<file path="config.mk">
export PLATFORM = sky130hd
export DESIGN_NAME = instruction_fetch_decode
export DESIGN_NICKNAME = d
export VERILOG_FILES = /design/src/rtl/instruction_fetch_decode.sv
export SDC_FILE = /design/constraint.sdc
export NUM_CORES = 1
export LEC_CHECK = 0
export ABC_AREA = 1
export BUFFER_PORTS_ARGS = -buffer_cell sky130_fd_sc_hd__buf_2
export CELL_PAD_IN_SITES_DETAIL_PLACEMENT = 2
export CELL_PAD_IN_SITES_GLOBAL_PLACEMENT = 2
export CORE_UTILIZATION = 29
export DETAILED_ROUTE_END_ITERATION = 6
export PLACE_DENSITY_LB_ADDON = 0.2
export SYNTH_ARGS = -nofsm -noshare
export SYNTH_HDL_FRONTEND = slang
export SYNTH_SLANG_ARGS = --single-unit
</file>
<file path="constraint.sdc">
create_clock -name clock -period 2.4 [get_ports clock]
set_input_delay 0.12 -clock clock [delete_from_list [all_inputs] [get_ports clock]]
set_output_delay 0.12 -clock clock [all_outputs]
set_load 0.05 [all_outputs]
</file>
<file path="src/rtl/instruction_fetch_decode.sv">
// instruction_fetch_decode
//   Front-end stage of the multi-cycle core. Owns the PC, fetches one 32-bit
//   word per en_instruction_fetch pulse over a req/ack memory handshake, holds
//   it in the instruction register (IR), and registers its decoded fields onto
//   the outputs on each en_instruction_decode pulse taken in READY.
//
// Optional build macro: IMEM_TIMEOUT_EN adds the fetch_error output. A fetch
//   that sees no imem_ack for TIMEOUT_CYCLES REQ cycles then completes with an
//   R-type NOP (IR = 0) and raises fetch_error.
//
// Ports:
//   clock, reset_n            clock (rising edge), async active-low reset
//   en_instruction_fetch      pulse: start a fetch (ignored while in REQ)
//   en_instruction_decode     pulse: register the decoded IR fields (READY only)
//   sig_pc_src[1:0]           next PC: 0 PC+4, 1 branch, 2 jump, 3 return
//   branch_target, return_address   candidate next-PC values
//   imem_req, imem_addr       memory request and address (stable in REQ)
//   imem_ack, imem_rdata      memory acknowledge with same-cycle data
//   InstructionType, FunctionCode, rs1, rd, rs2, immediate, stop_bit
//                             registered decode outputs
//   pc_current, pc_plus4      address of the IR word and that address + 4
//   fetch_busy                high while in REQ
//   instruction_valid         high from acknowledge until the next fetch starts
//   fetch_error               (IMEM_TIMEOUT_EN only) the last fetch timed out
//   state_dbg                 current FSM state (0 IDLE, 1 REQ, 2 READY)
//
// Memory handshake: imem_req is high for every cycle spent in REQ and
//   imem_addr does not change while it is high. The transfer completes on the
//   first rising edge at which imem_req and imem_ack are both high, and
//   imem_rdata is captured on that edge. imem_ack is ignored at all other times.
module instruction_fetch_decode #(
  parameter logic [31:0] RESET_PC = 32'h0000_0000
`ifdef IMEM_TIMEOUT_EN
  , parameter int TIMEOUT_CYCLES = 16
`endif
) (
  input  logic        clock,
  input  logic        reset_n,
  input  logic        en_instruction_fetch,
  input  logic        en_instruction_decode,
  input  logic [1:0]  sig_pc_src,
  input  logic [31:0] branch_target,
  input  logic [31:0] return_address,
  output logic        imem_req,
  output logic [31:0] imem_addr,
  input  logic        imem_ack,
  input  logic [31:0] imem_rdata,
  output logic [1:0]  InstructionType,
  output logic [4:0]  FunctionCode,
  output logic [4:0]  rs1,
  output logic [4:0]  rd,
  output logic [4:0]  rs2,
  output logic [31:0] immediate,
  output logic        stop_bit,
  output logic [31:0] pc_current,
  output logic [31:0] pc_plus4,
  output logic        fetch_busy,
  output logic        instruction_valid,
`ifdef IMEM_TIMEOUT_EN
  output logic        fetch_error,
`endif
  output logic [1:0]  state_dbg
);

  typedef enum logic [1:0] {
    S_IDLE  = 2'd0,
    S_REQ   = 2'd1,
    S_READY = 2'd2
  } state_t;

  state_t      state;
  logic [31:0] pc;
  logic [31:0] ir;
  logic        first_fetch;
  logic [31:0] jump_target;
  logic [31:0] fetch_addr;
  logic [31:0] imm_dec;

`ifdef IMEM_TIMEOUT_EN
  localparam int TW = $clog2(TIMEOUT_CYCLES + 1);
  localparam logic [TW-1:0] TMO_LAST = TW'(TIMEOUT_CYCLES - 1);
  logic [TW-1:0] tmo_cnt;
`endif

  // imem_req comes straight from the state register, so an asynchronous
  // reset drops it without waiting for a clock edge.
  assign imem_req   = (state == S_REQ);
  assign fetch_busy = (state == S_REQ);
  assign state_dbg  = state;
  assign pc_plus4   = pc_current + 32'd4;

  // Jump offset is a signed word count taken from IR[26:3].
  assign jump_target = pc_current + {{6{ir[26]}}, ir[26:3], 2'b00};

  always_comb begin
    fetch_addr = pc;
    if (!first_fetch) begin
      case (sig_pc_src)
        2'd0:    fetch_addr = pc_plus4;
        2'd1:    fetch_addr = branch_target;
        2'd2:    fetch_addr = jump_target;
        default: fetch_addr = return_address;
      endcase
    end
  end

  always_comb begin
    imm_dec = 32'd0;
    case (ir[2:1])
      2'd1, 2'd2: imm_dec = {{18{ir[16]}}, ir[16:3]};
      2'd3:       imm_dec = {{8{ir[26]}}, ir[26:3]};
      default:    imm_dec = 32'd0;
    endcase
  end

  always_ff @(posedge clock or negedge reset_n) begin
    if (!reset_n) begin
      state             <= S_IDLE;
      pc                <= RESET_PC;
      ir                <= 32'd0;
      first_fetch       <= 1'b1;
      imem_addr         <= 32'd0;
      pc_current        <= RESET_PC;
      instruction_valid <= 1'b0;
      InstructionType   <= 2'd0;
      FunctionCode      <= 5'd0;
      rs1               <= 5'd0;
      rd                <= 5'd0;
      rs2               <= 5'd0;
      immediate         <= 32'd0;
      stop_bit          <= 1'b0;
`ifdef IMEM_TIMEOUT_EN
      tmo_cnt           <= '0;
      fetch_error       <= 1'b0;
`endif
    end else begin
      // Decode reads the IR as it stands before this edge, so a fetch
      // started on the same edge does not disturb it.
      if (en_instruction_decode && state == S_READY) begin
        InstructionType <= ir[2:1];
        FunctionCode    <= ir[31:27];
        rs1             <= ir[26:22];
        rd              <= ir[21:17];
        rs2             <= ir[16:12];
        immediate       <= imm_dec;
        stop_bit        <= ir[0];
      end

      case (state)
        S_IDLE, S_READY: begin
          if (en_instruction_fetch) begin
            pc                <= fetch_addr;
            imem_addr         <= fetch_addr;
            first_fetch       <= 1'b0;
            instruction_valid <= 1'b0;
            state             <= S_REQ;
`ifdef IMEM_TIMEOUT_EN
            tmo_cnt           <= '0;
            fetch_error       <= 1'b0;
`endif
          end
        end
        S_REQ: begin
          if (imem_ack) begin
            ir                <= imem_rdata;
            pc_current        <= imem_addr;
            instruction_valid <= 1'b1;
            state             <= S_READY;
          end
`ifdef IMEM_TIMEOUT_EN
          else if (tmo_cnt == TMO_LAST) begin
            // Complete with an R-type NOP so the control unit can proceed.
            ir                <= 32'd0;
            pc_current        <= imem_addr;
            instruction_valid <= 1'b1;
            fetch_error       <= 1'b1;
            state             <= S_READY;
          end else begin
            tmo_cnt <= tmo_cnt + 1'b1;
          end
`endif
        end
        default: state <= S_IDLE;
      endcase
    end
  end

endmodule

</file>
After elaboration in Yosys (flattened, before gate mapping)
Cells that the tools add are included.

Register bits after elaboration: 155. Input bits: 103. Output and inout bits: 156. Word-level logic and storage cells: 44.

Add/sub/neg operators: 2. Equality and inequality tests: 9. Multiplexer cells: 8. Bitwise operators: 1. Reductions and logical operators: 11.

Operators by type and width (number): $pmux 32 s3 (1); $pmux 32 s2 (1); $add 32x3->32 const B (1); $add 32x32->32 (1); $eq 2x2->1 const B (4); $eq 2x1->1 const B (3); $reduce_and 2->1 (3); $reduce_and 3->1 (2); $logic_not 2->1 (2); $mux 2 (2); $ne 2x2->1 const B (2); $pmux 2 s2 (1); $reduce_or 2->1 (2); $mux 1 (2); $pmux 1 s2 (1); $reduce_bool 2->1 (1); $logic_and 1x1->1 (1); $not 1->1 (1).

Depth between registers and ports, before layout
Gate-level depths: netlist of the first run.

Depth after elaboration: 4. Mapped depth: 15. Depth with buffers taken out: 15.

Least setup slack after synthesis of the first run
OpenSTA, ideal clock, no wires.

Path kind: register to register. Start point: register pc_current[3]. End point: register pc[18]. Setup time: 0.066 ns. Arrival time: 2.731 ns. Required time: 2.334 ns. Slack: -0.396 ns. Cell stages (with the launch flop): 12. Path buffers: 0. Period minus slack after synthesis: 2.796 ns. Path through: dfrtp_1 -> ha_1 -> nand2_1 -> nor2_4 -> nand3_2 -> nor2_4 -> nand2_2 -> xor2_1 -> nand2_1 -> nand3_1 -> nand2_1 -> nand2_1.

Longest elaborated chain between the ends: 2. Elaborated cells on any way between the ends: 3. Those cells by class: add/sub (2); mux (1).

Ends and longest elaborated chain: start: declaration (line 55) `output logic [31:0] pc_current,`; start signal: assignment (line 166) `pc_current <= imem_addr;`; $add 32x3->32 (line 90) `assign pc_plus4 = pc_current + 32'd4;`; via pc_plus4[18] (line 56) `output logic [31:0] pc_plus4,`; $pmux 32 s3 (line 98) `case (sig_pc_src)`; end signal: assignment (line 152) `pc <= fetch_addr;`; end: declaration (line 72) `logic [31:0] pc;`.

The timed path passes the listed nets, and every way through them passes these cells. A chain may end at the register's enable or synchronous reset.

Worst setup path in the final report of the first run
Start point: register pc_current[3]. End point: output pc_plus4[22].

Longest elaborated chain between the ends: 1.

Ends and longest elaborated chain (line): $add 32x3->32 (90); end: declaration (56).

No other way between the ends.

==> results of run 1 <==
cell type report:
| type | count | area (µm²) |
|---|---|---|
| clock buffer | 20 | 446.7 |
| sequential | 147 | 3687 |
| tap | 442 | 553.0 |
| multi-input combinational | 1008 | 5308 |
| timing repair buffer | 378 | 2461 |
| antenna | 4 | 10.01 |
| inverter | 207 | 777.0 |
| fill | 3870 | 19250 |
| clock inverter | 12 | 122.6 |
worst paths after layout:
check	slack, ns	from	end	cells past startpoint
min in group asynchronous	0.26	reset_n	immediate[3]	2
hold reg to reg	0.49	FunctionCode[3]	FunctionCode[3]	2
setup reg to reg	0.09	pc_current[3]	pc[8]	12
max in group asynchronous	1.36	reset_n	pc_current[18]	3
setup / recovery	0.006	pc_current[3]	pc_plus4[22]	10
hold / removal	0.01	imem_rdata[20]	ir[20]	3
metrics by stage:
step                std cells   TNS, ns  hold WS, ns  utilization  worst slack [ns]
finish                   2218         0      0.01092       0.4097          0.006071
global route             2216   -0.2958      0.02166       0.4096          -0.06051
CTS                      2202  -0.01596     0.001308       0.3987          -0.01596
detailed placement       2124  -0.08366       0.1932       0.3632          -0.08366
global placement         2124  -0.03368       0.1947       0.3632          -0.03368
floorplan                1412  -0.03195      -0.1756            -          -0.03195
per-layer routing:
layer	GRT usage	up-vias	wire, µm
li1	-	5120	-
met1	0.3856	5645	22410
met2	0.4724	316	22790
met3	0.06560	82	2933
met4	0.07567	10	1289
met5	0	-	74
tightest hold or removal path: cells and delay by family:
kind / cells / cell delay [ns]
AO/OA/AOI/OAI: 1 / 0.06
buffers and inverters: 1 / 0.12
AND/OR/NAND/NOR: 1 / 0.11
registers in the layout, summed over array words and instances (netlist names):
signal,cells
pc_current,32
first_fetch,1
rd,5
pc,32
InstructionType,2
rs1,5
stop_bit,1
instruction_valid,1
ir,32
immediate,24
FunctionCode,5
rs2,5
state_dbg,2
power by group through the flow:
stage / registers [µW] / clock network [µW] / logic (µW)
global route: 4780 / 2840 / 17300
finish: 4660 / 2730 / 16200
CTS: 4610 / 2760 / 15500
global placement: 4600 / 0 / 14600
floorplan: 7500 / 0 / 7080
detailed placement: 4630 / 0 / 15000
kinds of logic after synthesis:
family                     synth area share
buffers and inverters                0.1059
AOI/OAI and AO/OA                    0.1121
xor gates and xnor gates            0.01429
adders and majority gates           0.04364
and+or+nand+nor                      0.3328
DFF                                  0.3820
muxes                              0.009352
layout by cell type, fill, tap and decap left out, drive strengths merged, types with 2 or more instances in the layout:
cell type	count
or2	8
a21oi	78
xnor2	4
buf	338
nor2	164
xor2	10
o2111ai	3
diode	4
inv	212
ha	32
and2	5
o211ai	6
nand2	466
dlygate4sd3	39
clkinvlp	5
nand4	11
dfrtp	146
mux2	8
a22o	10
nor3	17
clkbuf	21
a32oi	2
nand3b	2
nand3	82
a211oi	3
o21ai	90
timing repair:
item,in CTS,in global routing
gates resized for setup,40,71
cloned,0,0
setup buffers,7,12
hold endpoints to repair,98,0
pin swaps,6,16
hold buffers,39,0
endpoints found under the setup margin,23,36
==> results.md, run 1 <==
- Logic pwr share: 0.687
- Worst setup EP type: output pin
- Sink Count: 147
- CP bufs+invs: 2
- Antenna violations before repair: 9
- Syn Area/Cell: 6.822 µm²
- Outcome: finished, final reports clean
- Final min period: 2.394 ns
- CP arrival: 2.27 ns
- Slew @ Worst Pin: 0.7463 ns
- DIE WIDTH: 184.3 µm
- Worst Path Class, Setup: reg -> out
- Area leader, netlist: dfrtp_1
- Synth cell count leaders: nand2_1 (457), inv_1 (197), nor2_1 (150), dfrtp_1 (146), o21ai_0 (87)
- Min-Delay Path Class: in -> reg
- Initial Util: 0.2953
- Worst-path maximum fanout: 6
- HPWL Detailed: 38.51 mm
- FMAX: 417.7 MHz
- Routed len/inst: 22.32 µm
- Final Routed Wirelength: 49.50 mm
- Final period util: 0.9975
- Gr ovfl total: 0
- TritonCTS Buffers: 17
- Worst-path cell chain: ha_4, nand2_4, nor2_4, nand3_4, nor2_4, nand2_4, o21ai_2, nand2_1, inv_2, buf_8
- Mapped Cells: 1,412
- Yosys cell types: 47
- Leak Pwr: 0.007268 µW
- Total power: 23,600 µW
- Design area: 13,370 µm²
- Final hold violation count: 0
- Ys async rst share: 1.000
- Seq pwr share: 0.198
- Slew margin rel.: 0.5025
- CP peak stage delay: 0.49 ns
- Cell Area, Placed: 11,850 µm²
- CP max stage cell: dfrtp_2
- Die Footprint: 33,950 µm²
- Critical Path RT: 2.28 ns
- Max-Cap Viols: 0
- Top FF cell, synth: dfrtp_1
- Insertion delay to the later sink of the worst-skew pair: 0.45 ns
- First-iteration detailed-routing DRC count: 630
- Pwr/cell area: 1766 nW/µm²
- First-pass GRT wire length: 72.26 mm
- I/O Buffers: 258
- Layout Nets: 1,895
- Routed vias/inst: 5.037
- Critical path's top delay family: simple AND/OR/NAND/NOR gates
- Max Root-Sink Buffers: 2
- EDFF count, synth: 0
- Most frequent cell after synthesis: nand2_1
- DRC Markers: 0
- Drt first pass iters: 5
- Synth Cell Area: 9633 µm²
- Syn_nets: 1,548
- Core ar.: 32,620 µm²
- Num ports: 259
- Pins Over Slew Limit: 0
- Die extent in y: 184.3 µm
- Setup-failing EPs final: 0
- CTS tree: done
- Internal: 9525 µW
- Synth area leaders: dfrtp_1 (38%), nand2_1 (18%), inv_1 (7.7%)
- Top cell type's share of synthesized area: 0.3793
- Number of global-route vias before repair: 11.84k
- Post-synthesis register bit count: 147
- CP Launch Type: flop
- Switch Pwr: 14,080 µW
- Global Route Usage Sum: 0.2901
- Worst VDD drop: 739.0 µV
- H-tree depth: 4
- Skew final: 0.02016 ns
- Largest net degree at the start of global routing: 66
- Switch share: 0.5964
- RSZ-0062 raised after global routing: yes
- YS warnings: 0
- Clk pwr share: 0.116
- Routed via count: 11.17k
- P&R area growth vs syn: 38.75%
- Routability cong.: 0.9286
- Root buffer cell: clkbuf_16
- FP Rows: 66
- ANT nets after route: 0
- Share of layout cells above drive strength 1: 0.2810
- Seq/Total Area, Yosys: 0.3820
- Clock transition at path regs: 0.08 ns
(Power assumes the default switching activity.)
==> run 2, diff against run 1 <==
Settings changed: CTS_BUF_LIST from default to sky130_fd_sc_hd__clkbuf_8.
==> run 2 against run 1 <==
  * The run now ends with negative setup slack left
  * Power fell by 2.2%
  * Setup slack got worse by 0.023 ns
  * First-iteration DRC count rose by 4.0%
  * Critical path type is now reg -> reg
  * Register-to-register slack got worse by 0.11 ns
  * Cell area rose by 0.63%
  * Hold slack improved by 0.0031 ns
  * Final cell count rose by 0.86%
  * Clock-buffer cell count fell by 2
  * Wire length rose by 2.1%
==> results.md, run 2 (synthesis gave the netlist of run 1 again) <==
- Outcome: finished with violations
- Violated checks: negative setup slack
- Layout Nets: 1,917 (+1.2%)
- Gr ovfl total: 0 (unchanged)
- Max-Cap Viols: 0 (unchanged)
- Critical Path RT: 2.75 ns (+0.47 ns)
- Core ar.: 32,620 µm² (unchanged)
- First-iteration detailed-routing DRC count: 655 (+4.0%)
- Seq pwr share: 0.201 (+0.003)
- Switch share: 0.6084 (+0.01198)
- Leak Pwr: 0.007327 µW (+0.81%)
- Internal: 9042 µW (-5.1%)
- Most Frequent Cell on Critical Path: nand2_1
- Slew @ Worst Pin: 0.7339 ns (-0.01238 ns)
- Antenna violations before repair: 7 (-2)
- Worst-path maximum fanout: 4 (-2)
- Max Root-Sink Buffers: 2 (unchanged)
- Regs by FF count: ir: 32 flops, pc: 32 flops, pc_current: 32 flops
- Final Routed Wirelength: 50.53 mm (+2.1%)
- Layout fillers: 3,844 (-0.67%)
- Insertion delay to the later sink of the worst-skew pair: 0.48 ns (+0.03 ns)
- Num ports: 259 (unchanged)
- Min-Delay Path Class: in -> reg
- DIE WIDTH: 184.3 µm (unchanged)
- CTS tree: done
- Skew final: 0.03098 ns (+0.01082 ns)
- FF+latch area: 3690 µm² (about the same)
- Sink Count: 147 (unchanged)
- Final period util: 1.007 (+0.009492)
- H-tree depth: 4 (unchanged)
- Die Footprint: 33,950 µm² (unchanged)
- Share of layout cells above drive strength 1: 0.2865 (+0.005472)
- Clk pwr share: 0.088 (-0.028)
- CP peak stage delay: 0.43 ns (-0.06 ns)
- Most frequent cells in the layout: nand2_1 (437), buf_2 (238), inv_1 (196), dfrtp_1 (138), nor2_1 (135)
- Routed len/inst: 22.59 µm (+1.2%)
- Die extent in y: 184.3 µm (unchanged)
- Routed vias/inst: 5.051 (+0.28%)
- Number of global-route vias before repair: 12.02k (+1.5%)
- CP max stage cell: dfrtp_2
- FMAX: 413.8 MHz (-0.94%)
- Slew margin rel.: 0.5107 (+0.008254)
- Most common cell after layout, fill and taps aside: nand2_1
- Multi-input gate area: 5329 µm² (+0.40%)
- Setup-failing EPs final: 1 (+1)
- Largest net degree at the start of global routing: 66 (unchanged)
- Routed via count: 11.30k (+1.1%)
- Worst Path Class, Setup: reg -> reg
- Switch Pwr: 14,050 µW (-0.20%)
- Drt first pass iters: 4 (-1)
- Total power: 23,090 µW (-2.2%)
- Worst Setup Slack, final: -0.01671 ns (-0.02278 ns)
- Clock transition at path regs: 0.10 ns (+0.02 ns)
- Worst-path cell chain: ha_1, fa_2, nand3_1, nand3_2, nand2_1, nand2_1, nand2_1, nand2_1, or2_0, nand3_1, nand3_1, nand2_1, nand2_1
- FP Rows: 66 (unchanged)
- Reg2reg path depth: 13 (+1)
- Global Route Usage Sum: 0.2962 (+0.006129)
- Worst setup EP type: flop
- CP arrival: 2.77 ns (+0.50 ns)
- TritonCTS Buffers: 17 (unchanged)
- Final min period: 2.417 ns (+0.02278 ns)
- First-pass GRT wire length: 73.93 mm (+2.3%)
- Worst VDD drop: 732.0 µV (-0.95%)
- Pwr/cell area: 1717 nW/µm² (-2.8%)
- Root buffer cell: clkbuf_8
- DRC Markers: 0 (unchanged)
- Pins Over Slew Limit: 0 (unchanged)
- HPWL Detailed: 38.51 mm (unchanged)
- P&R area growth vs syn: 39.62%
- ANT nets after route: 0 (unchanged)
- CP Launch Type: flop
- Final hold violation count: 0 (unchanged)
- Post-Route Setup TNS: -0.01671 ns (-0.01671 ns)
- I/O Buffers: 258 (unchanged)
- Initial Util: 0.2953 (unchanged)
- Routability cong.: 0.9286 (unchanged)
- Hold Crit Depth: 5 (+2)
- RSZ-0062 raised after global routing: yes
- Logic pwr share: 0.711 (+0.024)
run 2: cell types whose count changed in the layout (fill, tap and decap cells not counted), sizes merged:
cell | previous run | this run
dlygate4sd3 | 39 | 53
inv | 212 | 214
buf | 338 | 342
clkbuf | 21 | 23
diode | 4 | 1
run 2: repair_timing:
| action | CTS | global route |
|---|---|---|
| setup endpoints to repair | 22 | 38 |
| pin swaps | 6 | 23 |
| setup buffers | 12 | 15 |
| hold buffers | 53 | 0 |
| resized for setup | 50 | 85 |
| hold endpoints to repair | 111 | 0 |
run 2: layer usage:
| layer | wire, µm | vias up | track usage | part of all wire |
|---|---|---|---|---|
| met5 | 55 | - | 0 | 0.0011 |
| met4 | 955 | 8 | 0.07067 | 0.019 |
| met3 | 2726 | 57 | 0.05750 | 0.054 |
| met2 | 23940 | 296 | 0.4920 | 0.47 |
| met1 | 22850 | 5782 | 0.3944 | 0.45 |
| li1 | - | 5157 | - | - |
run 2: final timing paths:
check                                   start              to  slack [ns]
setup / recovery                pc_current[2]          pc[16]       -0.02
hold / removal             return_address[20]          pc[20]        0.01
setup reg to reg                pc_current[2]          pc[16]       -0.02
hold reg to reg                   first_fetch     first_fetch        0.49
max in group asynchronous             reset_n  pc_current[18]        1.40
min in group asynchronous             reset_n    immediate[3]        0.24
run 2: power by group through the flow:
stage / Combinational, µW / Sequential (µW) / Clock (µW)
after floorplan: 7080 / 7500 / 0
after global placement: 14600 / 4600 / 0
after detailed placement: 15000 / 4630 / 0
after CTS: 15500 / 4590 / 2050
after global routing: 17500 / 4770 / 2140
final: 16400 / 4640 / 2020
run 2: layout make-up:
type                            instances  area share
Timing Repair Buffer                  400      0.2023
Clock buffer                           18     0.01842
Multi-Input combinational cell       1008      0.3962
Clock inverter                         14    0.009675
Tap cell                              442     0.04112
Antenna cell                            1   0.0001861
Sequential cell                       147      0.2744
Inverter                              207     0.05777
run 2: metrics by stage:
stage,instance area [µm²],setup slack (ns),utilization,hold slack [ns],instances
finish,13450,-0.01671,0.4123,0.01403,2237
global route,13450,-0.1258,0.4122,0.01848,2236
CTS,13040,-0.01563,0.3998,0.001224,2221
detailed placement,11850,-0.08366,0.3632,0.1932,2124
global placement,11850,-0.03368,0.3632,0.1947,2124
floorplan,9698,-0.03195,-,-0.1756,1412
run 2: worst max-delay path, delay by kind of cell (launching register included):
kind                       cells  cell delay, ns
DFF                            1            0.43
and+or+nand+nor               11            1.22
adders and majority gates      2            0.64
==> run 3, diff against run 2 <==
Settings changed: REMOVE_ABC_BUFFERS from default to 1.
==> run 3 against run 2 <==
  * The flow now finishes without violations
  * Wire length decreased by 4.7%
  * Clock skew down 0.012 ns
  * Register-to-register slack better by 0.11 ns
  * Critical endpoint is now pc_plus4[22]
  * Final cell count rose by 0.45%
  * Power fell by 0.64%
  * Highest routed layer unchanged
  * Global-route usage down 1.1 points
==> results.md, run 3 (synthesis gave the netlist of run 1 again) <==
- Global Route Usage Sum: 0.2848 (-0.01138)
- HPWL Detailed: 35.06 mm (-9.0%)
- Drt first pass iters: 4 (unchanged)
- First-pass GRT wire length: 72.19 mm (-2.4%)
- ANT nets after route: 0 (unchanged)
- Root buffer cell: clkbuf_8
- Regs by FF count: ir: 32 flops, pc: 32 flops, pc_current: 32 flops
- Worst VDD drop: 997.9 µV (+36%)
- Final period util: 0.9931 (-0.01385)
- Final Routed Wirelength: 48.15 mm (-4.7%)
- Num ports: 259 (unchanged)
- Die Footprint: 33,950 µm² (unchanged)
- First-iteration detailed-routing DRC count: 495 (-24%)
- Critical Path RT: 2.28 ns (-0.47 ns)
- Routed len/inst: 21.43 µm (-5.1%)
- Clock transition at path regs: 0.10 ns (about the same)
- Cell Area, Placed: 11,710 µm² (-1.1%)
- CP Launch Type: flop
- Critical Path Source: pc_current[2]
- Initial Util: 0.2953 (unchanged)
- Max-Cap Viols: 0 (unchanged)
- Origin of the critical flop-to-flop path: pc_current[3]
- H-tree depth: 4 (unchanged)
- Routed vias/inst: 4.911 (-2.8%)
- Final hold violation count: 0 (unchanged)
- Die extent in y: 184.3 µm (unchanged)
- TritonCTS Buffers: 17 (unchanged)
- P&R area growth vs syn: 40.37%
- FF-to-FF setup slack: 0.09 ns (+0.11 ns)
- DRC Markers: 0 (unchanged)
- Setup-failing EPs final: 0 (-1)
- DIE WIDTH: 184.3 µm (unchanged)
- Hold path startpoint: return_address[30]
- Share of layout cells above drive strength 1: 0.2797 (-0.006821)
- CP arrival: 2.26 ns (-0.51 ns)
- Post-Route Setup TNS: 0 ns (+0.01671 ns)
- Max Root-Sink Buffers: 2 (unchanged)
- Gr ovfl total: 0 (unchanged)
- Design area: 13,520 µm² (+0.54%)
- CTS tree: done
- RSZ-0062 raised after global routing: yes
- Min-Delay Path Class: in -> reg
- I/O Buffers: 258 (unchanged)
- Pins Over Slew Limit: 0 (unchanged)
- Antenna violations before repair: 5 (-2)
- Routability cong.: 0.9118 (-1.8%)
- Sink Count: 147 (unchanged)
- Leak Pwr: 0.007336 µW (+0.13%)
- Insertion delay to the later sink of the worst-skew pair: 0.49 ns (about the same)
- Worst setup EP type: output pin
- FMAX: 419.6 MHz (+1.4%)
- Most frequent cells in the layout: nand2_1 (435), buf_2 (237), inv_1 (197), dfrtp_1 (141), nor2_1 (130)
- Most common cell after layout, fill and taps aside: nand2_1
- Pwr/cell area: 1697 nW/µm² (-1.2%)
- Worst-path maximum fanout: 4 (unchanged)
- Skew final: 0.01892 ns (-0.01206 ns)
- Routed via count: 11.04k (-2.3%)
- Layout Nets: 1,925 (+0.42%)
- FP Rows: 66 (unchanged)
- Slew @ Worst Pin: 0.6342 ns (-0.09972 ns)
- Final min period: 2.383 ns (-0.03325 ns)
- Worst Hold Margin: 0.02325 ns (+0.009229 ns)
- Core ar.: 32,620 µm² (unchanged)
- Slew margin rel.: 0.5772 (+0.06648)
- Largest net degree at the start of global routing: 61 (-7.6%)
- Outcome: finished, final reports clean
- Worst Path Class, Setup: reg -> out
- Number of global-route vias before repair: 12.18k (+1.3%)
==> run 3: critical path, cell delays in order (launching register included) <==
cell     delay (ns)
dfrtp_1        0.38
buf_6          0.12
ha_4           0.14
nand2_4        0.07
nor2_4         0.16
nand3_4        0.13
nor2_4         0.20
nand2_2        0.12
o21ai_2        0.17
nand2_1        0.07
inv_1          0.07
buf_6          0.15
==> run 3: cell type report <==
| class | count | area, µm² |
|---|---|---|
| antenna | 3 | 7.507 |
| clock inverter | 15 | 157.7 |
| clock buffer | 17 | 234.0 |
| fill | 3902 | 19100 |
| multi-input combinational | 1008 | 5345 |
| inverter | 207 | 779.5 |
| tap | 442 | 553.0 |
| timing repair buffer | 408 | 2759 |
| sequential | 147 | 3686 |
==> run 3: metal layers <==
metal	GRT usage	vias to the layer above	part of all wire
met4	0.09267	4	0.028
met3	0.05552	73	0.046
li1	-	5163	-
met1	0.3486	5547	0.42
met2	0.4991	248	0.50
met5	0	-	0.00046
==> run 3: worst paths after layout <==
check	end	cells after the start
setup reg to reg	pc[5]	10
setup / recovery	pc_plus4[22]	11
hold reg to reg	immediate[4]	2
min in group asynchronous	state_dbg[0]	2
max in group asynchronous	ir[26]	3
hold / removal	pc[30]	5
==> run 3: timing repair <==
item / 4_1_cts / 5_1_grt
setup endpoints to repair: 22 / 45
buffers inserted: 5 / 14
gates cloned: 0 / 0
hold buffers: 75 / 0
gates resized for setup: 51 / 95
pin swaps: 7 / 21
endpoints found under the hold margin: 120 / 0
==> run 3: where the power goes <==
group          leakage, µW  internal (µW)  switching [µW]
sequential         0.00175           3570             972
clock             0.000194            935            1210
combinational      0.00539           4500           11800
==> run 3: through the flow <==
step	power, µW	utilization	setup WS, ns	std cells
global route	24350	0.4144	-0.08105	2245
floorplan	14370	-	-2.711	1362
global placement	18880	0.3591	-0.1674	2118
finish	22940	0.4145	0.01654	2247
detailed placement	19280	0.3591	-0.2896	2118
CTS	21950	0.4010	-0.03497	2230
